$ cat src/rtl/tank_ctrl_gen2_if.sv
// tank_ctrl_gen2_if: fire request/ack handshake and bullet-expiry pulse between a tank and the bullet block
interface tank_ctrl_gen2_if;
    logic fire_req;
    logic fire_ack;
    logic bullet_done;
    modport master (output fire_req, input fire_ack, input bullet_done);
    modport slave  (input fire_req, output fire_ack, output bullet_done);
endinterface

$ cat src/rtl/tank_ctrl_gen2.sv
// tank_ctrl_gen2: per-frame tank motion, heading, hit/respawn FSM and ammo/cooldown-gated firing
module tank_ctrl_gen2 #(
    parameter int         N_KEYS      = 4,
    parameter int         FRAC_BITS   = 3,
    parameter int         POS_W       = 10,
    parameter int         SPEED       = 16,
    parameter int         ANGLE_STEPS = 45,
    parameter int         X_RESET     = 100,
    parameter int         Y_RESET     = 250,
    parameter int         TANK_SIZE   = 10,
    parameter logic [7:0] KEY_FWD     = 8'h1a,
    parameter logic [7:0] KEY_BACK    = 8'h16,
    parameter logic [7:0] KEY_CW      = 8'h04,
    parameter logic [7:0] KEY_CCW     = 8'h07,
    parameter logic [7:0] KEY_FIRE    = 8'h14,
    parameter int         MAX_AMMO    = 5,
    parameter int         COOLDOWN    = 8,
    parameter int         RESPAWN_FR  = 60
) (
    input  logic                             frame_clk,
    input  logic                             Reset_n,
    input  logic                             hit,
    input  logic [3:0]                       wall,
    input  logic [1:0]                       game_end,
    input  logic [7:0]                       sin,
    input  logic [7:0]                       cos,
    input  logic [8*N_KEYS-1:0]              keycode,
    input  logic [POS_W-1:0]                 spawn_x,
    input  logic [POS_W-1:0]                 spawn_y,
    tank_ctrl_gen2_if.master                 bus,
    output logic [POS_W-1:0]                 TankX,
    output logic [POS_W-1:0]                 TankY,
    output logic [POS_W-1:0]                 TankS,
    output logic [$clog2(ANGLE_STEPS)-1:0]   Angle,
    output logic [$clog2(MAX_AMMO+1)-1:0]    ammo,
    output logic                             alive
);
    localparam int PW = POS_W + FRAC_BITS;
    localparam int AW = $clog2(ANGLE_STEPS);
    localparam int MW = $clog2(MAX_AMMO + 1);
    localparam int CW = $clog2(COOLDOWN + 1);
    localparam int RW = $clog2(RESPAWN_FR + 1);
    localparam logic [PW-1:0] X0      = PW'(X_RESET << FRAC_BITS);
    localparam logic [PW-1:0] Y0      = PW'(Y_RESET << FRAC_BITS);
    localparam logic [AW-1:0] A_LAST  = AW'(ANGLE_STEPS - 1);
    localparam logic [MW-1:0] A_MAX   = MW'(MAX_AMMO);
    localparam logic [CW-1:0] CD_INIT = CW'(COOLDOWN);
    localparam logic [RW-1:0] R_INIT  = RW'(RESPAWN_FR);
    localparam logic [6:0]    SPD     = 7'(SPEED);

    typedef enum logic {ALIVE, DEAD} state_t;

    state_t        state_q;
    logic [PW-1:0] x_q, y_q, lx_q, ly_q;
    logic [AW-1:0] angle_q, angle_d;
    logic [MW-1:0] ammo_q, ammo_d;
    logic [CW-1:0] cd_q, cd_d;
    logic [RW-1:0] cnt_q;
    logic          req_q, fprev_q;
    logic          k_fwd, k_back, k_cw, k_ccw, k_fire, taken, can_fire;
    logic [13:0]   pcos, psin;
    logic [PW-1:0] mcos, msin, dcos, dsin, tx, ty;

    function automatic logic has_key(input logic [8*N_KEYS-1:0] kc, input logic [7:0] k);
        has_key = 1'b0;
        for (int i = 0; i < N_KEYS; i++)
            has_key |= (kc[8*i +: 8] == k) && (k != 8'h00);
    endfunction

    assign k_fwd  = has_key(keycode, KEY_FWD);
    assign k_back = has_key(keycode, KEY_BACK);
    assign k_cw   = has_key(keycode, KEY_CW);
    assign k_ccw  = has_key(keycode, KEY_CCW);
    assign k_fire = has_key(keycode, KEY_FIRE);

    // Step magnitudes are SPEED*mag/64, then signed from the sign-magnitude LUT input.
    assign pcos = {7'b0, SPD} * {7'b0, cos[6:0]};
    assign psin = {7'b0, SPD} * {7'b0, sin[6:0]};
    assign mcos = {{(PW-8){1'b0}}, pcos[13:6]};
    assign msin = {{(PW-8){1'b0}}, psin[13:6]};
    assign dcos = cos[7] ? -mcos : mcos;
    assign dsin = sin[7] ? -msin : msin;

    // Translation, heading and fire/ammo bookkeeping for the coming frame.
    always_comb begin
        tx       = |wall ? -(lx_q << 1) : (k_fwd ^ k_back) ? (k_fwd ? dcos : -dcos) : '0;
        ty       = |wall ? -(ly_q << 1) : (k_fwd ^ k_back) ? (k_fwd ? -dsin : dsin) : '0;
        angle_d  = (|wall || !(k_cw ^ k_ccw)) ? angle_q
                 : k_cw ? ((angle_q == A_LAST) ? '0 : angle_q + 1'b1)
                 : ((angle_q == '0) ? A_LAST : angle_q - 1'b1);
        taken    = req_q & bus.fire_ack;
        ammo_d   = (taken && !bus.bullet_done) ? ammo_q - 1'b1
                 : (!taken && bus.bullet_done && ammo_q != A_MAX) ? ammo_q + 1'b1 : ammo_q;
        cd_d     = taken ? CD_INIT : (cd_q != '0) ? cd_q - 1'b1 : cd_q;
        can_fire = k_fire && !fprev_q && ammo_q != '0 && cd_q == '0 && !req_q;
    end

    // Alive/dead FSM with position, heading and firing state; game_end forces the home state.
    always_ff @(posedge frame_clk or negedge Reset_n) begin
        if (!Reset_n) begin
            state_q <= ALIVE;
            x_q     <= X0;
            y_q     <= Y0;
            lx_q    <= '0;
            ly_q    <= '0;
            angle_q <= '0;
            ammo_q  <= A_MAX;
            cd_q    <= '0;
            cnt_q   <= '0;
            req_q   <= 1'b0;
            fprev_q <= 1'b0;
        end else begin
            fprev_q <= k_fire;
            if (|game_end) begin
                state_q <= ALIVE;
                x_q     <= X0;
                y_q     <= Y0;
                lx_q    <= '0;
                ly_q    <= '0;
                angle_q <= '0;
                ammo_q  <= A_MAX;
                cd_q    <= '0;
                cnt_q   <= '0;
                req_q   <= 1'b0;
            end else begin
                ammo_q <= ammo_d;
                cd_q   <= cd_d;
                if (state_q == DEAD) begin
                    cnt_q <= cnt_q - 1'b1;
                    if (cnt_q == RW'(1)) begin
                        state_q <= ALIVE;
                        x_q     <= {spawn_x, {FRAC_BITS{1'b0}}};
                        y_q     <= {spawn_y, {FRAC_BITS{1'b0}}};
                        angle_q <= '0;
                    end
                end else if (hit) begin
                    state_q <= DEAD;
                    cnt_q   <= R_INIT;
                    req_q   <= 1'b0;
                    lx_q    <= '0;
                    ly_q    <= '0;
                end else begin
                    x_q     <= x_q + tx;
                    y_q     <= y_q + ty;
                    lx_q    <= tx;
                    ly_q    <= ty;
                    angle_q <= angle_d;
                    req_q   <= req_q ? !bus.fire_ack : can_fire;
                end
            end
        end
    end

    assign bus.fire_req = req_q;
    assign TankX        = x_q[PW-1:FRAC_BITS];
    assign TankY        = y_q[PW-1:FRAC_BITS];
    assign TankS        = POS_W'(TANK_SIZE);
    assign Angle        = angle_q;
    assign ammo         = ammo_q;
    assign alive        = state_q == ALIVE;
endmodule

$ cat src/flat_wrapper.sv
// flat-port wrapper written by rule: the top's interface ports become plain ports
module tank_ctrl_gen2_flat 
#(
    parameter int         N_KEYS      = 4,
    parameter int         FRAC_BITS   = 3,
    parameter int         POS_W       = 10,
    parameter int         SPEED       = 16,
    parameter int         ANGLE_STEPS = 45,
    parameter int         X_RESET     = 100,
    parameter int         Y_RESET     = 250,
    parameter int         TANK_SIZE   = 10,
    parameter logic [7:0] KEY_FWD     = 8'h1a,
    parameter logic [7:0] KEY_BACK    = 8'h16,
    parameter logic [7:0] KEY_CW      = 8'h04,
    parameter logic [7:0] KEY_CCW     = 8'h07,
    parameter logic [7:0] KEY_FIRE    = 8'h14,
    parameter int         MAX_AMMO    = 5,
    parameter int         COOLDOWN    = 8,
    parameter int         RESPAWN_FR  = 60
)
  (frame_clk, Reset_n, hit, wall, game_end, sin, cos, keycode, spawn_x, spawn_y, TankX, TankY, TankS, Angle, ammo, alive, bus_fire_req, bus_fire_ack, bus_bullet_done);
  tank_ctrl_gen2_if bus_i ();
  input  logic frame_clk;
  input  logic Reset_n;
  input  logic hit;
  input  logic [3:0] wall;
  input  logic [1:0] game_end;
  input  logic [7:0] sin;
  input  logic [7:0] cos;
  input  logic [8*N_KEYS-1:0] keycode;
  input  logic [POS_W-1:0] spawn_x;
  input  logic [POS_W-1:0] spawn_y;
  output logic [POS_W-1:0] TankX;
  output logic [POS_W-1:0] TankY;
  output logic [POS_W-1:0] TankS;
  output logic [$clog2(ANGLE_STEPS)-1:0] Angle;
  output logic [$clog2(MAX_AMMO+1)-1:0] ammo;
  output logic alive;
  output wire logic [$bits(bus_i.fire_req)-1:0] bus_fire_req;
  input wire logic [$bits(bus_i.fire_ack)-1:0] bus_fire_ack;
  input wire logic [$bits(bus_i.bullet_done)-1:0] bus_bullet_done;
  assign bus_fire_req = bus_i.fire_req;
  assign bus_i.fire_ack = bus_fire_ack;
  assign bus_i.bullet_done = bus_bullet_done;
  tank_ctrl_gen2 #(.N_KEYS(N_KEYS), .FRAC_BITS(FRAC_BITS), .POS_W(POS_W), .SPEED(SPEED), .ANGLE_STEPS(ANGLE_STEPS), .X_RESET(X_RESET), .Y_RESET(Y_RESET), .TANK_SIZE(TANK_SIZE), .KEY_FWD(KEY_FWD), .KEY_BACK(KEY_BACK), .KEY_CW(KEY_CW), .KEY_CCW(KEY_CCW), .KEY_FIRE(KEY_FIRE), .MAX_AMMO(MAX_AMMO), .COOLDOWN(COOLDOWN), .RESPAWN_FR(RESPAWN_FR)) u_core (.frame_clk(frame_clk), .Reset_n(Reset_n), .hit(hit), .wall(wall), .game_end(game_end), .sin(sin), .cos(cos), .keycode(keycode), .spawn_x(spawn_x), .spawn_y(spawn_y), .bus(bus_i), .TankX(TankX), .TankY(TankY), .TankS(TankS), .Angle(Angle), .ammo(ammo), .alive(alive));
endmodule
$ cat config.mk
export PLATFORM = sky130hd
export DESIGN_NAME = tank_ctrl_gen2_flat
export DESIGN_NICKNAME = d
export VERILOG_FILES = /design/src/rtl/tank_ctrl_gen2_if.sv /design/src/rtl/tank_ctrl_gen2.sv /design/src/flat_wrapper.sv
export SDC_FILE = /design/constraint.sdc
export NUM_CORES = 1
export LEC_CHECK = 0
export ABC_AREA = 1
export BUFFER_PORTS_ARGS = -buffer_cell sky130_fd_sc_hd__buf_2
export CAP_MARGIN = 20
export CORE_ASPECT_RATIO = 0.8
export CORE_MARGIN = 3
export CORE_UTILIZATION = 45
export CTS_CLUSTER_SIZE = 40
export DETAILED_ROUTE_END_ITERATION = 8
export PLACE_DENSITY = 0.68
export SLEW_MARGIN = 20
export SYNTH_ARGS = -nofsm -noshare
export SYNTH_HDL_FRONTEND = slang
export SYNTH_SLANG_ARGS = --single-unit
$ cat constraint.sdc
create_clock -name frame_clk -period 6.15 [get_ports frame_clk]
set_input_delay 1.23 -clock frame_clk [delete_from_list [all_inputs] [get_ports frame_clk]]
set_output_delay 1.23 -clock frame_clk [all_outputs]
set_load 0.01 [all_outputs]
==> results.cfg, run 1 <==
[status]
outcome = finished clean

[die]
core_area_mm2 = 0.0145
row_count = 39
pin_count = 120
die_h_um = 116
die-area_mm2 = 0.0166
floorplan.initialDensity = 0.468
die-width_um = 143

[drt]
antenna_violating_nets_post_route = 0
route.final.wire_length_um = 17300
dr.pass1.iters = 5
via_count = 6493
wl_per_cell_um = 13.7
drt-initial-drc-count = 471
vias_per_cell = 5.13
drc_errors = 0

[cts]
worst_skew_pair_later_pin_latency_ns = 0.34
root_cell_of_the_clock_tree = sky130_fd_sc_hd__clkbuf_16
cts_max_path_buffers = 2
cts_hold_buf = 0
tritoncts_clock_tree = yes
cts-resized-gates = 0
cts_num_sinks = 72
cts_buffers = 9
post_cts_buffers = 0
worst_setup_hold_path_clk_slew_ns = 0.06
depth_of_the_cts_h_tree = 3

[worst_setup_path]
reg2reg_setup_slack_ns = 3.01
critPathRequiredTime_ns = 6.38
end_kind = flip-flop
r2r-end = u_core.y_q[12]$_DFFE_PN0P_
worst-setup-path-type = primary input to flip-flop
worst-endpoint-arrival_ns = 4.85
r2r_cells = 20
critical_path.max_fanout = 6
rr_startpoint = u_core.ly_q[0]$_DFFE_PN0P_
critPathLaunchType = primary input

[timing]
worst_pin_slew_ns = 0.947
report.final.slew_viol_count = 0
layout_worst_path_cycle_share = 0.751
final_critical_path_setup_slack_ns = 1.53
timing.setup.tns_ns = 0
setup_viol = 0
clock_skew_ns = 0.00785
rsz_0062_raised_after_global_routing = false
relSlewSlack = 0.369
finalHoldViolations = 0
highest_achievable_clock_rate_ghz = 0.216
period_needed_ns = 4.62

[yosys]
post-synth-top-area-cell = sky130_fd_sc_hd__dfrtp_1
synth.top_cells.by_area = sky130_fd_sc_hd__dfrtp_1 23%, sky130_fd_sc_hd__nand2_1 12%, sky130_fd_sc_hd__inv_1 7.1%, sky130_fd_sc_hd__ha_1 7.0%, sky130_fd_sc_hd__nand3_1 6.4%
netlist_area_mm2 = 0.00678
synth_common_cells = 220 x sky130_fd_sc_hd__nand2_1, 129 x sky130_fd_sc_hd__inv_1, 101 x sky130_fd_sc_hd__nor2_1
post_synth_inst_count = 1000
async_flop_share = 1.00
synth_seq_cells = 72
syn_avg_cell_area_um2 = 6.78
synth_seq_area_share = 0.268
yosysWarningCount = 0
synth-edff-count = 0
yosysMostFrequentCell = sky130_fd_sc_hd__nand2_1
synth-main-ff-cell = sky130_fd_sc_hd__dfrtp_1
synth.lib_cells_used.distinct = 59
synth_largest_type_area_fraction = 0.225

[global_route]
first_global_vias = 6053
grt_antenna_before_repair = 0
gr-total-overflow = 0
grt_pass1_wl_um = 29100
grtUsageTotal = 0.214
largest_net_degree_at_the_start_of_global_routing = 73

[power]
power_leakage_nw = 4.12
share_seq_of_total_power = 0.400
power_per_cell_area_mw_per_mm2 = 175
switching_power_mw = 0.431
cellInternalPower_mw = 0.889
ir_drop_mv = 0.142
clockPowerShare = 0.367
swShare = 0.326
comb_power_share = 0.234

[finish]
stdcell_area_mm2 = 0.00753
register_area_mm2 = 0.00182
multi_input_area_mm2 = 0.00413
filler_cell_count = 1444
area_growth_syn_to_layout_pct = 11.0
final_layout_size_suffix_gt1_frac = 0.177
design.final.nets = 1197
postLayoutCoreUtil = 0.519
antenna-diode-count = 0

[placed_design]
dpl.hpwl_um = 13500
routabilityCongestion = 0.868
detailed_place.area_mm2 = 0.00726
place_worst_setup_slack_ns = 1.22
place.port_buffers = 105

[hold_path]
worstHoldPathType = flip-flop to flip-flop
worstHoldEndpoint = u_core.y_q[2]$_DFFE_PN0P_
hold_path.startpoint = u_core.y_q[2]$_DFFE_PN0P_
min_delay_path_depth = 2

[flow_run]
max-cap-violations = 0
==> cell type report <==
| cell class | instances | area share |
|---|---|---|
| multi-input combinational | 746 | 0.549 |
| timing repair buffer | 110 | 0.0748 |
| tap | 184 | 0.0306 |
| sequential | 72 | 0.241 |
| clock buffer | 11 | 0.0309 |
| clock inverter | 5 | 0.00482 |
| inverter | 138 | 0.0688 |
==> cells in the final DEF (no fill, tap or decap), types with 10 or more instances in the layout <==
cell type                 netlist  routed
sky130_fd_sc_hd__nand3_1       87      87
sky130_fd_sc_hd__xor2_1        22      22
sky130_fd_sc_hd__o21ai_0       65      65
sky130_fd_sc_hd__nor3_1        11      11
sky130_fd_sc_hd__o22ai_1       10      10
sky130_fd_sc_hd__nand4_1       11      11
sky130_fd_sc_hd__nor2_2        11      11
sky130_fd_sc_hd__buf_2         10     105
sky130_fd_sc_hd__dfstp_2       11      11
sky130_fd_sc_hd__nor2_1       101     101
sky130_fd_sc_hd__a21oi_1       61      61
sky130_fd_sc_hd__dfrtp_1       61      61
sky130_fd_sc_hd__nand2_1      220     220
sky130_fd_sc_hd__ha_1          38      38
sky130_fd_sc_hd__conb_1         2      10
sky130_fd_sc_hd__inv_1        129     129
==> layer usage <==
layer / GRT usage / part of all wire / routed length (um) / up-vias
li1: - / - / - / 3413
met1: 0.317 / 0.51 / 8750 / 2942
met2: 0.339 / 0.44 / 7650 / 126
met3: 0.0305 / 0.044 / 755 / 12
met4: 0.0345 / 0.0089 / 154 / 0
met5: 0 / 0 / 0 / -
==> kinds of logic after synthesis <==
kind of cell / Yosys count / share of synthesized area
AOI/OAI and AO/OA: 192 / 0.173
xor gates and xnor gates: 29 / 0.0375
buffers and inverters: 190 / 0.127
and+or+nand+nor: 473 / 0.313
muxes: 1 / 0.00148
other: 2 / 0.00111
DFF: 72 / 0.268
adders and majority gates: 41 / 0.0790
==> registers in the layout (all words and copies together), names as in the netlist <==
register             cells
u_core.cd_q              4
u_core.cnt_q             6
u_core.bus.fire_req      1
u_core.x_q              13
u_core.fprev_q           1
u_core.lx_q             12
u_core.Angle             6
u_core.y_q              13
u_core.state_q           1
u_core.ammo              3
u_core.ly_q             12
==> worst max-delay path by stage <==
| stage | from | to | slack (ns) | cells after the start |
|---|---|---|---|---|
| floorplan | cos[2] | u_core.x_q[10]$_DFFE_PN0P_ | 1.85 | 25 |
| global placement | cos[2] | u_core.x_q[12]$_DFFE_PN0P_ | 1.27 | 27 |
| detailed placement | cos[2] | u_core.x_q[10]$_DFFE_PN0P_ | 1.22 | 27 |
| CTS | cos[2] | u_core.x_q[10]$_DFFE_PN0P_ | 1.57 | 27 |
| global route | cos[2] | u_core.x_q[12]$_DFFE_PN0P_ | 1.07 | 27 |
| finish | cos[2] | u_core.x_q[10]$_DFFE_PN0P_ | 1.53 | 27 |
==> critical path, stage by stage <==
cell	delay (ns)
sky130_fd_sc_hd__buf_2	0.12
sky130_fd_sc_hd__inv_1	0.11
sky130_fd_sc_hd__ha_1	0.20
sky130_fd_sc_hd__inv_1	0.05
sky130_fd_sc_hd__nor2_1	0.16
sky130_fd_sc_hd__inv_1	0.08
sky130_fd_sc_hd__nor2_1	0.13
sky130_fd_sc_hd__ha_1	0.24
sky130_fd_sc_hd__or2_0	0.21
sky130_fd_sc_hd__o21ai_0	0.10
sky130_fd_sc_hd__inv_1	0.11
sky130_fd_sc_hd__nor2_1	0.15
sky130_fd_sc_hd__nand3_1	0.13
sky130_fd_sc_hd__nand2_1	0.10
sky130_fd_sc_hd__xor2_1	0.14
sky130_fd_sc_hd__nand3_1	0.10
sky130_fd_sc_hd__nand2_1	0.15
sky130_fd_sc_hd__ha_1	0.30
sky130_fd_sc_hd__a21oi_1	0.14
sky130_fd_sc_hd__o21ai_0	0.11
sky130_fd_sc_hd__a21oi_1	0.13
sky130_fd_sc_hd__inv_1	0.08
sky130_fd_sc_hd__a31oi_1	0.19
sky130_fd_sc_hd__or2_2	0.15
sky130_fd_sc_hd__nand3_1	0.06
sky130_fd_sc_hd__o211ai_1	0.09
sky130_fd_sc_hd__nand2_1	0.06
==> per-stage QoR <==
stage	cells	hold WS, ns	total power, mW
CTS	1266	0.493	1.33
global placement	1250	0.469	0.838
global route	1266	0.522	1.40
detailed placement	1250	0.476	0.843
floorplan	1008	0.456	0.754
finish	1266	0.492	1.32
==> power by group through the flow <==
stage          registers (mW)  logic [mW]  clock network (mW)
2_1_floorplan           0.528       0.226                   0
3_3_place_gp            0.535       0.303                   0
3_5_place_dp            0.536       0.307                   0
4_1_cts                 0.528       0.309               0.497
5_1_grt                 0.531       0.354               0.516
6_report                0.528       0.309               0.484
No activity file was read; power rests on OpenSTA's default activity.
==> run 2: changes to the inputs <==
- PLACE_DENSITY: 0.68 -> 0.71
- clock period: 6.15 -> 4.2 ns (I/O delays scaled with it)
==> run 2 against run 1 <==
Against the previous run:
- cell count rose by 1.4%
- sequential cell count did not move
- global-route usage rose by 0.22 points
- first-iteration DRC count rose by 10%
- worst hold slack improved by 0.0015 ns
- non-clock buffer count rose by 18
- via count rose by 2.4%
- sequential share of layout area fell by 0.62 points
- die area did not move
- critical path type unchanged
==> results.cfg, run 2 (synthesis gave the netlist of run 1 again) <==
[finish]
area_growth_syn_to_layout_pct = 13.9
reg.largest.list = u_core.x_q (13), u_core.y_q (13)
leading_cell_types_in_the_layout_fill_and_taps_excluded = 220 x sky130_fd_sc_hd__nand2_1, 129 x sky130_fd_sc_hd__inv_1, 105 x sky130_fd_sc_hd__buf_2, 96 x sky130_fd_sc_hd__nor2_1, 85 x sky130_fd_sc_hd__nand3_1
layout_commonest_cell = sky130_fd_sc_hd__nand2_1
final_layout_size_suffix_gt1_frac = 0.205
antenna-diode-count = 0
design.final.nets = 1215
postLayoutCoreUtil = 0.533
stdcell_area_mm2 = 0.00773

[cts]
worst_setup_hold_path_clk_slew_ns = 0.06
cts_buffers = 9
cts_max_path_buffers = 2
cts_hold_buf = 0
root_cell_of_the_clock_tree = sky130_fd_sc_hd__clkbuf_16
worst_skew_pair_later_pin_latency_ns = 0.34
cts_num_sinks = 72
tritoncts_clock_tree = yes
post_cts_buffers = 0
cts-resized-gates = 0
depth_of_the_cts_h_tree = 3

[hold_path]
min_delay_path_depth = 2
hold_path.startpoint = u_core.y_q[0]$_DFFE_PN0P_
worstHoldEndpoint = u_core.y_q[0]$_DFFE_PN0P_
worstHoldPathType = flip-flop to flip-flop

[global_route]
largest_net_degree_at_the_start_of_global_routing = 73
grt_antenna_before_repair = 0
gr-total-overflow = 0
first_global_vias = 6102
grtUsageTotal = 0.216
grt_pass1_wl_um = 29100

[worst_setup_path]
critPathRequiredTime_ns = 4.47
worst-endpoint-arrival_ns = 4.13
r2r-end = u_core.y_q[12]$_DFFE_PN0P_
reg2reg_setup_slack_ns = 1.13
rr_startpoint = u_core.ly_q[0]$_DFFE_PN0P_
critical_path.max_fanout = 6
worst-setup-path-type = primary input to flip-flop
end_kind = flip-flop
critPathLaunchType = primary input
r2r_cells = 20
setup.worst_path.start = cos[2]

[status]
outcome = finished clean

[drt]
vias_per_cell = 5.18
drt-initial-drc-count = 520
via_count = 6652
antenna_violating_nets_post_route = 0
wl_per_cell_um = 13.7
drc_errors = 0
route.final.wire_length_um = 17600
dr.pass1.iters = 5

[die]
die_h_um = 116
floorplan.initialDensity = 0.468
die-area_mm2 = 0.0166
pin_count = 120
die-width_um = 143
core_area_mm2 = 0.0145
row_count = 39

[placed_design]
routabilityCongestion = 0.898
place.port_buffers = 105
place_worst_setup_slack_ns = -0.0617
dpl.hpwl_um = 13600
detailed_place.area_mm2 = 0.00739

[timing]
period_needed_ns = 3.86
final_critical_path_setup_slack_ns = 0.340
finalHoldViolations = 0
highest_achievable_clock_rate_ghz = 0.259
report.final.slew_viol_count = 0
setup_viol = 0
layout_worst_path_cycle_share = 0.919
relSlewSlack = 0.384
timing.setup.tns_ns = 0
clock_skew_ns = 0.0102
worst_pin_slew_ns = 0.924

[flow_run]
max-cap-violations = 0

[power]
clockPowerShare = 0.372
power.total_mw = 1.97
ir_drop_mv = 0.210
comb_power_share = 0.236
power_leakage_nw = 4.23
cellInternalPower_mw = 1.32
share_seq_of_total_power = 0.392
switching_power_mw = 0.655
power_per_cell_area_mw_per_mm2 = 255
swShare = 0.332
run 2: changes by cell type in the layout (fill, tap and decap cells not counted), sizes merged:
| cell | delta |
|---|---|
| buf | +18 |
| clkinvlp | -2 |
| inv | +3 |
| clkinv | +1 |
| clkbuf | -2 |
run 2: power groups by stage:
stage          clock network (mW)  registers [mW]  logic (mW)
5_1_grt                     0.776           0.778       0.531
3_5_place_dp                    0           0.784       0.459
2_1_floorplan                   0           0.773       0.330
4_1_cts                     0.745           0.772       0.462
6_report                    0.734           0.773       0.466
3_3_place_gp                    0           0.784       0.452
run 2: worst max path at each step:
stage | endpoint | cells past startpoint
5_1_grt | u_core.x_q[9]$_DFFE_PN1P_ | 26
2_1_floorplan | u_core.x_q[10]$_DFFE_PN0P_ | 25
4_1_cts | u_core.x_q[10]$_DFFE_PN0P_ | 27
3_5_place_dp | u_core.x_q[11]$_DFFE_PN0P_ | 25
6_report | u_core.x_q[9]$_DFFE_PN1P_ | 23
3_3_place_gp | u_core.x_q[11]$_DFFE_PN0P_ | 26
run 2: layout make-up:
cell class / instances / area [um^2]
inverters: 138 / 518
fillers: 1472 / 6770
repair buffers: 128 / 698
multi-input cells: 746 / 4190
well taps: 184 / 230
flip-flops and latches: 72 / 1820
clock inverters: 7 / 52.6
clock buffers: 9 / 225
run 2: per-stage QoR:
step	hold slack (ns)	std cells
floorplan	0.456	1008
global placement	0.470	1268
detailed placement	0.476	1268
CTS	0.494	1284
global route	0.524	1284
finish	0.493	1284
run 2: per-layer routing:
| metal | GRT usage | vias to the layer above | wire [um] |
|---|---|---|---|
| met5 | 0 | - | 0 |
| met4 | 0.0408 | 0 | 142 |
| met3 | 0.0314 | 12 | 813 |
| met2 | 0.341 | 139 | 7870 |
| met1 | 0.319 | 3050 | 8760 |
| li1 | - | 3451 | - |
run 2: worst max-delay path: stages:
cell,delay (ns)
sky130_fd_sc_hd__buf_2,0.10
sky130_fd_sc_hd__inv_1,0.07
sky130_fd_sc_hd__ha_1,0.17
sky130_fd_sc_hd__inv_1,0.05
sky130_fd_sc_hd__nor2_2,0.09
sky130_fd_sc_hd__inv_1,0.07
sky130_fd_sc_hd__nor2_2,0.10
sky130_fd_sc_hd__ha_1,0.23
sky130_fd_sc_hd__or2_0,0.21
sky130_fd_sc_hd__o21ai_0,0.10
sky130_fd_sc_hd__inv_1,0.10
sky130_fd_sc_hd__buf_4,0.14
sky130_fd_sc_hd__xor2_1,0.21
sky130_fd_sc_hd__o22ai_2,0.13
sky130_fd_sc_hd__ha_1,0.42
sky130_fd_sc_hd__a21oi_1,0.11
sky130_fd_sc_hd__o21ai_0,0.34
sky130_fd_sc_hd__a21oi_2,0.09
sky130_fd_sc_hd__nor3_1,0.23
sky130_fd_sc_hd__nor2_1,0.07
sky130_fd_sc_hd__nand2_1,0.06
sky130_fd_sc_hd__nand3_1,0.07
sky130_fd_sc_hd__a21oi_1,0.13
==> run 3: changes to the inputs <==
- GPL_ROUTABILITY_DRIVEN: not set -> 0
- REMOVE_ABC_BUFFERS: not set -> 1
==> run 3 against run 2 <==
Against the previous run:
- global-route usage is 0.10 points higher
- non-clock buffer count is 7 higher
- worst hold slack better by 0.00072 ns
- clock skew is 0.0046 ns lower
- utilization is 0.75 points higher
- highest routed layer unchanged
- largest cell class unchanged
- critical endpoint is now u_core.x_q[12]$_DFFE_PN0P_
- power is 5.4% higher
==> results.cfg, run 3 (synthesis gave the netlist of run 1 again) <==
[finish]
final_layout_size_suffix_gt1_frac = 0.211
stdcell_area_mm2 = 0.00784
area_growth_syn_to_layout_pct = 15.6
filler_cell_count = 1357
layout_commonest_cell = sky130_fd_sc_hd__nand2_1
leading_cell_types_in_the_layout_fill_and_taps_excluded = 219 x sky130_fd_sc_hd__nand2_1, 129 x sky130_fd_sc_hd__inv_1, 105 x sky130_fd_sc_hd__buf_2, 97 x sky130_fd_sc_hd__nor2_1, 85 x sky130_fd_sc_hd__nand3_1
postLayoutCoreUtil = 0.541
antenna-diode-count = 0
reg.largest.list = u_core.x_q (13), u_core.y_q (13)
design.final.nets = 1222

[drt]
vias_per_cell = 5.22
wl_met2_um = 7060
drc_errors = 0
route.top_layer_used = met4
drt-initial-drc-count = 459
met3WireLength_um = 1070
via_count = 6745
dr.pass1.iters = 6
route.final.wire_length_um = 17800
antenna_violating_nets_post_route = 0
wl_per_cell_um = 13.8
wirelength_met1_um = 9530

[global_route]
grtUsageTotal = 0.217
first_global_vias = 6068
grt_pass1_wl_um = 29400
largest_net_degree_at_the_start_of_global_routing = 73
grt_antenna_before_repair = 0
gr-total-overflow = 0

[timing]
setup_viol = 0
final_critical_path_setup_slack_ns = 0.288
clock_skew_ns = 0.00567
layout_worst_path_cycle_share = 0.931
highest_achievable_clock_rate_ghz = 0.256
report.final.slew_viol_count = 0
worst_pin_slew_ns = 0.939
finalHoldWorstSlack_ns = 0.494
finalHoldViolations = 0
relSlewSlack = 0.374
period_needed_ns = 3.91

[die]
pin_count = 120
row_count = 39
floorplan.initialDensity = 0.468
die-area_mm2 = 0.0166
die-width_um = 143
core_area_mm2 = 0.0145
die_h_um = 116

[status]
outcome = finished clean

[cts]
cts_buffers = 9
root_cell_of_the_clock_tree = sky130_fd_sc_hd__clkbuf_16
cts_max_path_buffers = 2
tritoncts_clock_tree = yes
worst_skew_pair_later_pin_latency_ns = 0.34
cts_num_sinks = 72
depth_of_the_cts_h_tree = 3
worst_setup_hold_path_clk_slew_ns = 0.06
cts_hold_buf = 0

[worst_setup_path]
end_kind = flip-flop
worst-setup-path-type = primary input to flip-flop
critical_path.max_fanout = 4
reg2reg_setup_slack_ns = 1.01
worst-endpoint-arrival_ns = 4.14
critPathLaunchType = primary input
critPathRequiredTime_ns = 4.43

[placed_design]
dpl.hpwl_um = 13600
detailed_place.area_mm2 = 0.00745
place_worst_setup_slack_ns = -0.122
place.port_buffers = 105

[power]
power.total_mw = 2.08
power_per_cell_area_mw_per_mm2 = 265
power_leakage_nw = 4.29
ir_drop_mv = 0.157

[flow_run]
max-cap-violations = 0

[hold_path]
worstHoldPathType = flip-flop to flip-flop
==> run 3: cell count changes in the layout (fill, tap and decap cells not counted), moves of 2 or more <==
cell and delta:
sky130_fd_sc_hd__buf_4 +7, sky130_fd_sc_hd__inv_6 -3, sky130_fd_sc_hd__bufinv_16 +2, sky130_fd_sc_hd__clkinv_4 +2
==> run 3: power breakdown <==
| part | internal (mW) | switching, mW |
|---|---|---|
| clock | 0.521 | 0.313 |
| combinational | 0.185 | 0.288 |
| sequential | 0.730 | 0.0417 |
| total | 1.44 | 0.643 |
==> run 3: repair_timing <==
action	in CTS	in global routing
endpoints found under the setup margin	0	7
buffers inserted	0	0
resized for setup	0	18
==> run 3: cell type report <==
type | count | area, um^2 | share of cell area
Clock buffer | 9 | 225 | 0.0287
Clock inverter | 7 | 96.3 | 0.0123
Inverter | 138 | 518 | 0.0661
Multi-Input combinational cell | 746 | 4200 | 0.536
Sequential cell | 72 | 1820 | 0.232
Tap cell | 184 | 230 | 0.0294
Timing Repair Buffer | 135 | 751 | 0.0958
==> run 3: layer usage <==
metal,track usage,up-vias
li1,-,3468
met1,0.350,3060
met2,0.309,201
met3,0.0235,16
met4,0.0489,0
met5,0,-
==> run 3: critical path: stages <==
cell and delay (ns):
sky130_fd_sc_hd__buf_2 0.10, sky130_fd_sc_hd__inv_1 0.07, sky130_fd_sc_hd__ha_1 0.18, sky130_fd_sc_hd__inv_1 0.05, sky130_fd_sc_hd__nor2_2 0.09, sky130_fd_sc_hd__inv_1 0.07, sky130_fd_sc_hd__nor2_2 0.10, sky130_fd_sc_hd__ha_1 0.22
sky130_fd_sc_hd__or2_0 0.21, sky130_fd_sc_hd__o21ai_1 0.11, sky130_fd_sc_hd__inv_1 0.09, sky130_fd_sc_hd__nor2_2 0.14, sky130_fd_sc_hd__nand3_2 0.10, sky130_fd_sc_hd__o21ai_0 0.16, sky130_fd_sc_hd__o21ai_0 0.17, sky130_fd_sc_hd__nand2_1 0.14
sky130_fd_sc_hd__inv_1 0.05, sky130_fd_sc_hd__ha_1 0.32, sky130_fd_sc_hd__inv_1 0.15, sky130_fd_sc_hd__o21bai_2 0.10, sky130_fd_sc_hd__a31oi_1 0.22, sky130_fd_sc_hd__nand3_1 0.17, sky130_fd_sc_hd__nand3_1 0.12, sky130_fd_sc_hd__nand3_1 0.07
sky130_fd_sc_hd__nand2_1 0.06, sky130_fd_sc_hd__nand2_1 0.04
==> run 3: path summary, 6_finish.rpt <==
kind / start / to / depth (start not counted)
hold reg to reg: u_core.y_q[2]$_DFFE_PN0P_ / u_core.y_q[2]$_DFFE_PN0P_ / 2
hold / removal: u_core.y_q[2]$_DFFE_PN0P_ / u_core.y_q[2]$_DFFE_PN0P_ / 2
setup / recovery: cos[2] / u_core.x_q[12]$_DFFE_PN0P_ / 26
setup reg to reg: u_core.ly_q[0]$_DFFE_PN0P_ / u_core.y_q[12]$_DFFE_PN0P_ / 20
min in group asynchronous: Reset_n / u_core.ly_q[9]$_DFFE_PN0P_ / 2
max in group asynchronous: Reset_n / u_core.lx_q[7]$_DFFE_PN0P_ / 2
==> run 3: metrics by stage <==
step           TNS (ns)  std cells
2_1_floorplan         0        956
3_3_place_gp    -0.0987       1275
3_5_place_dp     -0.311       1275
4_1_cts               0       1291
5_1_grt         -0.0169       1291
6_report              0       1291
